File: config.mk
export PLATFORM = sky130hd
export DESIGN_NAME = arbiter_1_to_n_response_engine
export DESIGN_NICKNAME = d
export VERILOG_FILES = /design/src/rtl/arbiter_1_to_n_response_engine_pkg.sv /design/src/rtl/arbiter_1_to_n_response_engine_demux.sv /design/src/rtl/arbiter_1_to_n_response_engine.sv
export SDC_FILE = /design/constraint.sdc
export NUM_CORES = 1
export LEC_CHECK = 0
export BUFFER_PORTS_ARGS = -buffer_cell sky130_fd_sc_hd__buf_2
export CELL_PAD_IN_SITES_DETAIL_PLACEMENT = 0
export CELL_PAD_IN_SITES_GLOBAL_PLACEMENT = 1
export CORE_ASPECT_RATIO = 0.75
export CORE_MARGIN = 4
export CORE_UTILIZATION = 50
export CTS_BUF_LIST = sky130_fd_sc_hd__clkbuf_16
export DETAILED_ROUTE_END_ITERATION = 6
export PLACE_DENSITY_LB_ADDON = 0.1
export SETUP_SLACK_MARGIN = 0.4
export SLEW_MARGIN = 20
export SYNTH_ARGS = -nofsm -noshare
export SYNTH_HDL_FRONTEND = slang
export SYNTH_SLANG_ARGS = --single-unit
File: constraint.sdc
create_clock -name ap_clk -period 3.3 [get_ports ap_clk]
set_input_delay 0.33 -clock ap_clk [delete_from_list [all_inputs] [get_ports ap_clk]]
set_output_delay 0.33 -clock ap_clk [all_outputs]
set_load 0.02 [all_outputs]
File: src/rtl/arbiter_1_to_n_response_engine_pkg.sv
// Shared packet and FIFO status types for the response fan-out engine.
package arbiter_1_to_n_response_engine_pkg;

  // Width of the destination engine id field carried in every payload.
  localparam int unsigned ENGINE_ID_FIELD_W = 8;
  localparam int unsigned ENGINE_DATA_W     = 32;

  typedef struct packed {
    logic [ENGINE_ID_FIELD_W-1:0] id_engine;
  } EngineRouteEndpoint;

  typedef struct packed {
    EngineRouteEndpoint to;
  } EngineRoute;

  typedef struct packed {
    EngineRoute route;
  } EngineMeta;

  typedef struct packed {
    EngineMeta                meta;
    logic [ENGINE_DATA_W-1:0] data;
  } EnginePacketPayload;

  typedef struct packed {
    logic               valid;
    EnginePacketPayload payload;
  } EnginePacket;

  typedef struct packed {
    logic rd_en;
  } FIFOStateSignalsInput;

  typedef struct packed {
    logic full;
    logic empty;
    logic valid;
    logic prog_full;
  } FIFOStateSignalsOutput;

  typedef struct packed {
    logic full;
    logic empty;
    logic valid;
    logic prog_full;
    logic wr_rst_busy;
    logic rd_rst_busy;
  } FIFOStateSignalsInternal;

  localparam FIFOStateSignalsOutput FIFO_STATE_OUT_IDLE = '{
    full: 1'b0, empty: 1'b0, valid: 1'b0, prog_full: 1'b0
  };

  // Project the raw FIFO status onto the receiver-facing view; a read
  // beat is never reported while the queue is still coming out of reset.
  function automatic FIFOStateSignalsOutput map_internal_fifo_signals_to_output(
    input FIFOStateSignalsInternal s
  );
    FIFOStateSignalsOutput o;
    o.full      = s.full;
    o.empty     = s.empty;
    o.valid     = s.valid & ~(s.wr_rst_busy | s.rd_rst_busy);
    o.prog_full = s.prog_full;
    return o;
  endfunction

endpackage

File: src/rtl/arbiter_1_to_n_response_engine_demux.sv
// Route decode: turns the destination id of a registered packet into a
// one-hot write strobe, or a drop flag when the id names no receiver.
module demux_bus_1_in_n_out
  import arbiter_1_to_n_response_engine_pkg::*;
#(
  parameter int NUM_OUT  = 2,
  parameter int ID_WIDTH = 1
) (
  input  logic               ap_clk,
  input  logic               areset,
  input  logic               srst,
  input  logic               valid_in,
  input  EnginePacketPayload payload_in,
  output logic [NUM_OUT-1:0] wr_en_out,
  output EnginePacketPayload payload_out,
  output logic               drop_out
);

  localparam logic [ID_WIDTH:0] NUM_OUT_V = (ID_WIDTH+1)'(NUM_OUT);

  logic [ID_WIDTH-1:0] id_s;
  logic                in_range_s;
  logic [NUM_OUT-1:0]  onehot_s;
  logic                drop_s;
  logic [NUM_OUT-1:0]  wr_en_r;
  logic                drop_r;
  EnginePacketPayload  payload_r;

  // Decode the destination id into a one-hot strobe and an out-of-range flag.
  always_comb begin
    id_s       = payload_in.meta.route.to.id_engine[ID_WIDTH-1:0];
    in_range_s = ({1'b0, id_s} < NUM_OUT_V);
    onehot_s   = {NUM_OUT{1'b0}};
    for (int i = 0; i < NUM_OUT; i++) begin
      onehot_s[i] = valid_in & in_range_s & (id_s == ID_WIDTH'(i));
    end
    drop_s = valid_in & ~in_range_s;
  end

  // Register the strobes so the FIFO write happens one stage later.
  always_ff @(posedge ap_clk or posedge areset) begin
    if (areset) begin
      wr_en_r <= {NUM_OUT{1'b0}};
      drop_r  <= 1'b0;
    end else if (srst) begin
      wr_en_r <= {NUM_OUT{1'b0}};
      drop_r  <= 1'b0;
    end else begin
      wr_en_r <= onehot_s;
      drop_r  <= drop_s;
    end
  end

  // The payload travels alongside the strobes and needs no reset.
  always_ff @(posedge ap_clk) begin
    payload_r <= payload_in;
  end

  assign wr_en_out   = wr_en_r;
  assign drop_out    = drop_r;
  assign payload_out = payload_r;

endmodule

File: src/rtl/arbiter_1_to_n_response_engine.sv
// Fans one stream of engine responses out to per-receiver queues, routed by
// the destination id in each payload, with a single registered ready upstream.
module arbiter_1_to_n_response_engine
  import arbiter_1_to_n_response_engine_pkg::*;
#(
  parameter int NUM_ENGINE_RECEIVER = 2,
  parameter int ID_WIDTH            = (NUM_ENGINE_RECEIVER > 1) ? $clog2(NUM_ENGINE_RECEIVER) : 1,
  parameter int FIFO_WRITE_DEPTH    = 16,
  parameter int PROG_THRESH         = 12
) (
  input  logic                                            ap_clk,
  input  logic                                            areset,
  input  EnginePacket                                     response_in,
  input  FIFOStateSignalsInput  [NUM_ENGINE_RECEIVER-1:0] fifo_response_signals_in,
  output FIFOStateSignalsOutput [NUM_ENGINE_RECEIVER-1:0] fifo_response_signals_out,
  output EnginePacket           [NUM_ENGINE_RECEIVER-1:0] response_out,
  output logic                                            response_ready_out,
  output logic [15:0]                                     drop_count_out,
  output logic                                            error_out,
  output logic                                            fifo_setup_signal
);

  localparam int N  = NUM_ENGINE_RECEIVER;
  localparam int AW = $clog2(FIFO_WRITE_DEPTH);
  localparam logic [AW:0] DEPTH_V  = (AW+1)'(FIFO_WRITE_DEPTH);
  localparam logic [AW:0] THRESH_V = (AW+1)'(PROG_THRESH);

  logic [1:0]                   rst_sync_r;
  logic                         srst_s;
  logic                         in_valid_r;
  EnginePacketPayload           in_payload_r;
  logic [N-1:0]                 rd_req_r;
  logic [N-1:0]                 wr_en_v;
  EnginePacketPayload           wr_payload_s;
  logic                         drop_s;
  logic [N-1:0]                 full_v;
  logic [N-1:0]                 empty_v;
  logic [N-1:0]                 valid_v;
  logic [N-1:0]                 prog_full_v;
  logic [N-1:0]                 busy_v;
  EnginePacketPayload [N-1:0]   dout_v;
  FIFOStateSignalsInternal [N-1:0] fifo_int_s;
  FIFOStateSignalsOutput [N-1:0]   status_next_s;
  FIFOStateSignalsOutput [N-1:0]   status_r;
  logic [N-1:0]                 out_valid_r;
  EnginePacketPayload [N-1:0]   out_payload_r;
  logic                         ready_r;
  logic                         setup_r;
  logic [15:0]                  drop_cnt_r;
  logic                         error_r;

  // Two-flop release of the reset that feeds the queues' synchronous clear.
  always_ff @(posedge ap_clk or posedge areset) begin
    if (areset) begin
      rst_sync_r <= 2'b11;
    end else begin
      rst_sync_r <= {rst_sync_r[0], 1'b0};
    end
  end
  assign srst_s = rst_sync_r[1];

  // Stage 1: capture the incoming packet valid.
  always_ff @(posedge ap_clk or posedge areset) begin
    if (areset) begin
      in_valid_r <= 1'b0;
    end else if (srst_s) begin
      in_valid_r <= 1'b0;
    end else begin
      in_valid_r <= response_in.valid;
    end
  end

  // Stage 1 payload register, unreset.
  always_ff @(posedge ap_clk) begin
    in_payload_r <= response_in.payload;
  end

  // Capture each receiver's pop request.
  always_ff @(posedge ap_clk or posedge areset) begin
    if (areset) begin
      rd_req_r <= {N{1'b0}};
    end else if (srst_s) begin
      rd_req_r <= {N{1'b0}};
    end else begin
      for (int i = 0; i < N; i++) begin
        rd_req_r[i] <= fifo_response_signals_in[i].rd_en;
      end
    end
  end

  demux_bus_1_in_n_out #(
    .NUM_OUT  (N),
    .ID_WIDTH (ID_WIDTH)
  ) u_demux (
    .ap_clk      (ap_clk),
    .areset      (areset),
    .srst        (srst_s),
    .valid_in    (in_valid_r),
    .payload_in  (in_payload_r),
    .wr_en_out   (wr_en_v),
    .payload_out (wr_payload_s),
    .drop_out    (drop_s)
  );

  generate
    for (genvar g = 0; g < N; g++) begin : g_fifo
      EnginePacketPayload mem_r [FIFO_WRITE_DEPTH];
      EnginePacketPayload dout_r;
      logic [AW-1:0]      wr_ptr_r;
      logic [AW-1:0]      rd_ptr_r;
      logic [AW:0]        count_r;
      logic               valid_r;
      logic               rst_busy_r;
      logic               empty_s;
      logic               wr_s;
      logic               rd_s;

      // Occupancy-derived flags and the guarded read/write strobes.
      always_comb begin
        empty_s = (count_r == {(AW+1){1'b0}});
        wr_s    = wr_en_v[g] & (count_r != DEPTH_V) & ~srst_s;
        rd_s    = ~empty_s & rd_req_r[g];
      end

      // Pointers, occupancy and read-valid; cleared by the synchronous reset.
      always_ff @(posedge ap_clk) begin
        if (srst_s) begin
          wr_ptr_r   <= {AW{1'b0}};
          rd_ptr_r   <= {AW{1'b0}};
          count_r    <= {(AW+1){1'b0}};
          valid_r    <= 1'b0;
          rst_busy_r <= 1'b1;
        end else begin
          rst_busy_r <= 1'b0;
          valid_r    <= rd_s;
          count_r    <= count_r + {{AW{1'b0}}, wr_s} - {{AW{1'b0}}, rd_s};
          if (wr_s) begin
            wr_ptr_r <= wr_ptr_r + AW'(1'b1);
          end
          if (rd_s) begin
            rd_ptr_r <= rd_ptr_r + AW'(1'b1);
          end
        end
      end

      // Storage array and first-word read register.
      always_ff @(posedge ap_clk) begin
        if (wr_s) begin
          mem_r[wr_ptr_r] <= wr_payload_s;
        end
        if (rd_s) begin
          dout_r <= mem_r[rd_ptr_r];
        end
      end

      assign full_v[g]      = (count_r == DEPTH_V);
      assign empty_v[g]     = empty_s;
      assign prog_full_v[g] = (count_r >= THRESH_V);
      assign valid_v[g]     = valid_r;
      assign busy_v[g]      = rst_busy_r;
      assign dout_v[g]      = dout_r;
    end
  endgenerate

  // Gather raw per-queue status and map it to the receiver-facing view.
  always_comb begin
    fifo_int_s    = {(N*$bits(FIFOStateSignalsInternal)){1'b0}};
    status_next_s = {(N*$bits(FIFOStateSignalsOutput)){1'b0}};
    for (int i = 0; i < N; i++) begin
      fifo_int_s[i].full        = full_v[i];
      fifo_int_s[i].empty       = empty_v[i];
      fifo_int_s[i].valid       = valid_v[i];
      fifo_int_s[i].prog_full   = prog_full_v[i];
      fifo_int_s[i].wr_rst_busy = busy_v[i];
      fifo_int_s[i].rd_rst_busy = busy_v[i];
      status_next_s[i]          = map_internal_fifo_signals_to_output(fifo_int_s[i]);
    end
  end

  // Registered status and delivery valids towards the receivers.
  always_ff @(posedge ap_clk or posedge areset) begin
    if (areset) begin
      out_valid_r <= {N{1'b0}};
      for (int i = 0; i < N; i++) begin
        status_r[i] <= FIFO_STATE_OUT_IDLE;
      end
    end else begin
      out_valid_r <= valid_v;
      status_r    <= status_next_s;
    end
  end

  // Delivered payloads, unreset.
  always_ff @(posedge ap_clk) begin
    out_payload_r <= dout_v;
  end

  // Setup flag follows the queues' reset-busy; ready waits for setup and headroom.
  always_ff @(posedge ap_clk or posedge areset) begin
    if (areset) begin
      setup_r <= 1'b1;
      ready_r <= 1'b0;
    end else begin
      setup_r <= |busy_v;
      ready_r <= ~(|prog_full_v) & ~setup_r;
    end
  end

  // Saturating drop counter with sticky error.
  always_ff @(posedge ap_clk or posedge areset) begin
    if (areset) begin
      drop_cnt_r <= 16'h0000;
      error_r    <= 1'b0;
    end else if (srst_s) begin
      drop_cnt_r <= 16'h0000;
      error_r    <= 1'b0;
    end else if (drop_s) begin
      drop_cnt_r <= (drop_cnt_r == 16'hFFFF) ? 16'hFFFF : drop_cnt_r + 16'h0001;
      error_r    <= 1'b1;
    end
  end

  // Assemble the per-receiver packet outputs.
  always_comb begin
    response_out = {(N*$bits(EnginePacket)){1'b0}};
    for (int i = 0; i < N; i++) begin
      response_out[i].valid   = out_valid_r[i];
      response_out[i].payload = out_payload_r[i];
    end
  end

  assign fifo_response_signals_out = status_r;
  assign response_ready_out        = ready_r;
  assign drop_count_out            = drop_cnt_r;
  assign error_out                 = error_r;
  assign fifo_setup_signal         = setup_r;

endmodule

==> results_dict.tcl, run 1 <==
set metrics [dict create \
    coreArea_sq_um 110000 \
    worstPathMaxFanout 4 \
    synthFlopType "edfxtp_1" \
    crit_buf_inv 4 \
    power_leakage_uw 0.0208 \
    grt_max_degree 106 \
    yosysUniqueCellTypes 40 \
    path_clk_slew_ps 60 \
    tightestPinTransition_ps 858 \
    cts_tree "done" \
    synth_top_cell_by_area "edfxtp_1" \
    worstPathRequired_ps 3970 \
    die_width_um 394 \
    post-route-min-period_ps 2840 \
    dpl.hpwl_mm 62.5 \
    skew_ps 26.5 \
    start_kind "register" \
    finalNetCount 2835 \
    switchingPower_uw 9390 \
    internal_power_uw 33200 \
    cts_buffers 149 \
    cp-end-kind "register" \
    wl_per_cell_um 27.7 \
    finalWorstSetupSlack_ps 461 \
    fmax_mhz 352 \
    ios 154 \
    outcome "completed" \
    htree_levels 4 \
    switching_share_pct 22.0 \
    power_density_nw_per_um2 662 \
    slew_viol_final 0 \
    path_delay_family "simple AND/OR/NAND/NOR gates" \
    drc 0 \
    path_cells "inv_1 -> ha_1 -> or4b_4 -> nand2_4 -> inv_6 -> ha_1 -> inv_1 -> ha_1 -> inv_1 -> fa_2 -> nand2b_1 -> a21oi_2 -> nor3_1 -> nor3_1" \
    firstDrtPassIters 5 \
    port_buffers 136 \
    crit_slowest_cell "or4b_4" \
    yosys-top-cells-area "edfxtp_1, mux4_2, dfxtp_1" \
    rows 105 \
    netlist.area_leader.share_pct 73.1 \
    grt_overflow_total 0 \
    cpPeakStageDelay_ps 500 \
    worstSetupPathType "reg -> reg" \
    rrSetupSlack_ps 460 \
    drive_gt1_share_pct 29.2 \
    clock_sinks 1568 \
    netlist_area_sq_um 55800 \
    synth_common_cells "edfxtp_1, mux4_2, dfxtp_1" \
    root_buffer "clkbuf_16" \
    syn_avg_cell_area_sq_um 22.7 \
    pwr-share-seq_pct 52.9 \
    grt_pass1_vias 26862 \
    clk_latency_ps 760 \
    grt_pass1_wl_mm 178 \
    via_per_inst 5.84 \
    cp.arrival_ps 3510 \
    track_usage_pct 20.7 \
    grt_setup_unrepaired "true" \
    start_util_pct 50.7 \
    place_worst_setup_slack_ps 289 \
    die_area_sq_um 117000 \
    p_clk_share_pct 38.6 \
    dr.first_iter.drc_count 2221 \
    yosysMostFrequentCell "edfxtp_1" \
    num_vias 25330 \
    synthCells 2458 \
    max_slew_margin_pct 42.7 \
    yosysWarnings 0 \
    fin_crit_sh_pct 86.0 \
    postPlaceCellArea_sq_um 59100 \
    synth_seq_cells 1568 \
    n_fill_cell 7907 \
    hold_path.class "in -> reg" \
    p_comb_share_pct 8.5 \
    fp.dieH_um 297 \
    finalWirelength_mm 120 \
    place_congestion 0.712 \
    peakVddDrop_uv 395 \
    async_flop_share_pct 1.21 \
    setup_violations 0 \
    antenna_found_initial 6 \
    cts_buffer_depth 3 \
    yosysSeqAreaShare_pct 80.8 \
    syn2layout_area_growth_pct 15.2 \
    hold_violations 0 \
    post-route-cell-area_sq_um 64300 \
    synth_edf_count 1360 \
    ant_nets 0 \
    setup_tns_ps 0 \
    maxCapViolCount 0 \
]
-- stage by stage --
stage / utilization (%) / hold slack (ps) / instances / total power [uW]
finish: 58.4 / 212 / 4335 / 42600
global route: 58.4 / 184 / 4334 / 44300
detailed placement: 53.6 / 312 / 4008 / 26600
floorplan: - / 279 / 2475 / 25500
global placement: 53.6 / 312 / 4008 / 26500
CTS: 58.4 / 141 / 4331 / 43100
-- state kept, by name (all words and copies together) (netlist names), 8 cells and up --
register	cells
g_fifo.count_r	10
g_fifo.mem_r	1280
dout_v	80
response_out	80
g_fifo.rd_ptr_r	8
fifo_response_signals_out	8
in_payload_r	40
g_fifo.wr_ptr_r	8
u_demux.payload_out	40
-- placed cells by master (no fill, tap or decap), types with 6 or more instances in the layout --
cell type / count
buf_2: 136
xor2_1: 10
nor2_1: 24
bufinv_16: 11
a22oi_1: 160
and2_2: 19
clkbuf_16: 153
nor2_4: 18
clkinv_1: 26
xnor2_1: 6
inv_1: 70
dfrtp_1: 16
a21oi_1: 6
ha_1: 26
clkinv_2: 22
dlygate4sd3_1: 44
edfxtp_1: 1360
buf_4: 39
dfxtp_2: 39
mux4_2: 320
conb_1: 18
nand2_1: 90
nor2b_1: 9
dfxtp_1: 146
nand3_1: 10
buf_12: 45
inv_6: 10
-- power groups by stage --
stage	Clock, uW	Combinational (uW)	Sequential (uW)
2_1_floorplan	0	2570	22900
3_3_place_gp	0	3560	22900
3_5_place_dp	0	3590	23000
4_1_cts	16900	3670	22500
5_1_grt	17700	3940	22600
6_report	16400	3610	22500
-- layout make-up --
type | instances | area (sq um) | share of cell area, %
Clock buffer | 153 | 3830 | 5.95
Multi-Input combinational cell | 754 | 10200 | 15.9
Inverter | 25 | 101 | 0.158
Antenna cell | 1 | 2.50 | 0.00389
Sequential cell | 1568 | 45200 | 70.2
Clock inverter | 126 | 900 | 1.40
Tap cell | 1444 | 1810 | 2.81
Timing Repair Buffer | 264 | 2310 | 3.60
-- what timing repair did --
action	in CTS	in global routing
gates resized for setup	5	6
pin swaps	0	3
setup buffers	0	3
setup endpoints to repair	2	93
gates cloned	0	0
hold buffers	44	0
endpoints found under the hold margin	59	0
-- per-layer routing --
metal | wire (um) | vias up | global-route usage [%]
met4 | 2570 | 0 | 6.33
met2 | 58000 | 779 | 33.0
met3 | 6820 | 166 | 3.09
li1 | - | 10750 | -
met5 | 0 | - | 0
met1 | 52600 | 13635 | 30.0
-- path summary, 6_finish.rpt --
path	from	to	depth (start not counted)
hold reg to reg	in_payload_r[0]	u_demux.payload_out[0]	0
min in group asynchronous	areset	u_demux.wr_en_out[0]	3
max in group asynchronous	areset	out_valid_r[1]	3
setup reg to reg	g_fifo[0].count_r[2]	g_fifo[0].count_r[4]	14
hold / removal	response_in[7]	in_payload_r[7]	2
setup / recovery	g_fifo[0].count_r[2]	g_fifo[0].count_r[4]	14
-- cell families (layout without fill, tap and decap cells) --
group | after synthesis | in the layout | share of synthesized area, %
flops | 1568 | 1568 | 80.8
buf+inv | 153 | 568 | 1.46
xor+xnor | 16 | 16 | 0.251
compound gates | 173 | 173 | 2.30
other cells | 1 | 19 | 0.00672
fa+ha+maj | 28 | 28 | 0.654
mux | 322 | 322 | 12.9
simple gates | 197 | 197 | 1.62
Power figures use the tool's default switching activity.
==> run 2, diff against run 1 <==
Settings changed: CORE_UTILIZATION 50 to 49, SYNTH_HIERARCHICAL set to 1.
==> run 2 against run 1 <==
The run now ends with design-rule violations left. Worst setup slack improved by 110 ps. Worst hold slack got worse by 7.2 ps. Area after synthesis rose by 2.9%. Total power up 1.6%. Sequential power is essentially flat. Critical path depth did not move. Clock skew decreased by 3.1 ps. Non-clock buffer count is 62 higher. Largest power group unchanged.
==> results_dict.tcl, run 2 <==
set metrics [dict create \
    power_density_nw_per_um2 649 \
    synth_xor_area_share_pct 0.259 \
    dpl.hpwl_mm 73.5 \
    skew_ps 23.4 \
    worstPathRequired_ps 3920 \
    max_slew_margin_pct 40.2 \
    die_width_um 403 \
    synth_top_family_by_area "multiplexers" \
    synth_edf_count 1360 \
    hold_ws_ps 205 \
    worstPathMaxFanout 5 \
    cts_tree "done" \
    yosysSeqAreaShare_pct 79.2 \
    whs_path_depth 2 \
    grt_pass1_vias 29086 \
    cts_buffer_depth 3 \
    netlist.area_leader.share_pct 71.1 \
    cts_buffers 150 \
    most-common-layout-cells "edfxtp_1, mux2i_1, dfxtp_1" \
    grt_setup_unrepaired "false" \
    finalNetCount 3294 \
    synth_seq_cells 1585 \
    synthFlopType "edfxtp_1" \
    async_flop_share_pct 2.27 \
    yosysUniqueCellTypes 51 \
    start_kind "register" \
    htree_levels 4 \
    power_leakage_uw 0.0217 \
    port_buffers 153 \
    rrSetupSlack_ps 580 \
    tightestPinTransition_ps 897 \
    path_cells "inv_2 -> ha_4 -> or4b_4 -> nand2_4 -> clkinvlp_4 -> ha_4 -> inv_2 -> ha_4 -> inv_2 -> fa_2 -> nand2b_4 -> a21oi_2 -> o21a_1 -> nor3_1" \
    r2r_cells 14 \
    drive_gt1_share_pct 22.0 \
    rows 108 \
    setup_tns_ps 0 \
    synthCells 2889 \
    netlist_area_sq_um 57500 \
    yosysMostFrequentCell "edfxtp_1" \
    cp-end-kind "register" \
    grt_overflow_total 0 \
    fin_crit_sh_pct 82.5 \
    syn2layout_area_growth_pct 15.9 \
    top_register "g_fifo.mem_r" \
    track_usage_pct 22.0 \
    yosys-top-cells-area "edfxtp_1, dfxtp_1, mux4_2" \
    worstSetupPathType "reg -> reg" \
    cpPeakStageDelay_ps 510 \
    place_congestion 0.774 \
    yosys.area_share.simple_pct 1.95 \
    hold_violations 0 \
    yosys-mux-area-fraction_pct 11.9 \
    mostFrequentLayoutCell "edfxtp_1" \
    wl_per_cell_um 27.5 \
    dr.first_iter.drc_count 2691 \
    peakVddDrop_uv 484 \
    antenna_found_initial 5 \
    synth_common_cells "edfxtp_1, mux2i_1, dfxtp_1" \
    syn_avg_cell_area_sq_um 19.9 \
    ios 154 \
    postPlaceCellArea_sq_um 61400 \
    die_area_sq_um 123000 \
    maxCapViolCount 0 \
    path_clk_slew_ps 60 \
    clock_sinks 1585 \
    ant_nets 0 \
    synth_top_cell_by_area "edfxtp_1" \
    synth.net_count 2963 \
    violations "design-rule violations" \
    drc 1 \
    outcome "complete, but fails checks" \
    coreArea_sq_um 116000 \
    post-route-cell-area_sq_um 66600 \
    setup_violations 0 \
    cp.arrival_ps 3340 \
    post-route-util_pct 57.4 \
    grt_max_degree 81 \
    clk_latency_ps 760 \
    fp.dieH_um 305 \
    fmax_mhz 367 \
    synthAdderAreaFrac_pct 0.657 \
    largest_reg_flops 1280 \
    grt_pass1_wl_mm 198 \
    post_cts_buffers 0 \
    synth_compound_area_share_pct 4.61 \
    root_buffer "clkbuf_16" \
    post-route-min-period_ps 2720 \
    start_util_pct 49.5 \
    yosysWarnings 6 \
    num_vias 28555 \
    finalWirelength_mm 135 \
    hold_path.class "in -> reg" \
    crit_slowest_cell "or4b_4" \
    firstDrtPassIters 7 \
    slew_viol_final 0 \
    via_per_inst 5.84 \
]
run 2: cell count changes in the layout (fill, tap and decap cells not counted), sizes merged, moves of 17 or more:
cell	change
dfrtp	+17
a221oi	+160
a22oi	-80
buf	+61
mux2i	+320
mux4	-160
o21ai	+82
run 2: worst max-delay path, delay by kind of cell (launching register included):
kind / cells / cell delay, ps
AOI/OAI and AO/OA: 2 / 290
adders and majority gates: 4 / 860
buffers and inverters: 4 / 300
DFF: 1 / 340
and+or+nand+nor: 4 / 820
run 2: logic make-up (layout without fill, tap and decap cells):
kind of cell    Yosys count  after routing
other cells               2              5
buf+inv                 181            642
xor+xnor                 17             17
mux                     481            481
flops                  1585           1585
compound gates          357            357
fa+ha+maj                29             29
simple gates            237            237
run 2: power breakdown:
group          internal (uW)  switching, uW  leakage (uW)
Combinational           1800           2250       0.00488
Sequential             22300            319        0.0143
Clock                   9370           7270       0.00254
run 2: repair_timing:
action / in CTS / in global routing
endpoints found under the setup margin: 0 / 1
endpoints found under the hold margin: 63 / 0
resized for setup: 0 / 1
hold buffers: 45 / 0
run 2: path summary, 6_finish.rpt:
| kind | startpoint | endpoint |
|---|---|---|
| worst max-delay path | g_fifo[0].count_r[2] | g_fifo[0].count_r[4] |
| min in group asynchronous | areset | drop_count_out[3] |
| worst min-delay path | response_in[31] | in_payload_r[31] |
| worst min register to register | in_payload_r[5] | u_demux/payload_out[5] |
| worst max register to register | g_fifo[0].count_r[2] | g_fifo[0].count_r[4] |
| max in group asynchronous | areset | drop_count_out[0] |
run 2: per-stage QoR:
stage | setup slack [ps] | total power [uW] | instances
global route | 428 | 44900 | 4890
CTS | 533 | 43800 | 4890
global placement | 513 | 27000 | 4563
finish | 576 | 43300 | 4893
detailed placement | 538 | 27100 | 4563
floorplan | -40.3 | 25800 | 2889
run 2: routing by layer:
layer | vias up | wire [um] | global-route usage (%) | part of all wire [%]
met1 | 14942 | 59400 | 32.4 | 44
met2 | 972 | 63300 | 34.2 | 47
met3 | 198 | 8950 | 3.91 | 6.6
li1 | 12443 | - | - | -
met5 | - | 0 | 0 | 0
met4 | 0 | 3040 | 5.95 | 2.3
run 2: layout make-up:
cell class                      count  area [sq um]
Antenna cell                        3          7.51
Clock buffer                      161          4030
Clock inverter                    121           772
Fill cell                        8570         49400
Inverter                           34           135
Multi-Input combinational cell   1123         11500
Sequential cell                  1585         45600
Tap cell                         1540          1930
Timing Repair Buffer              326          2670
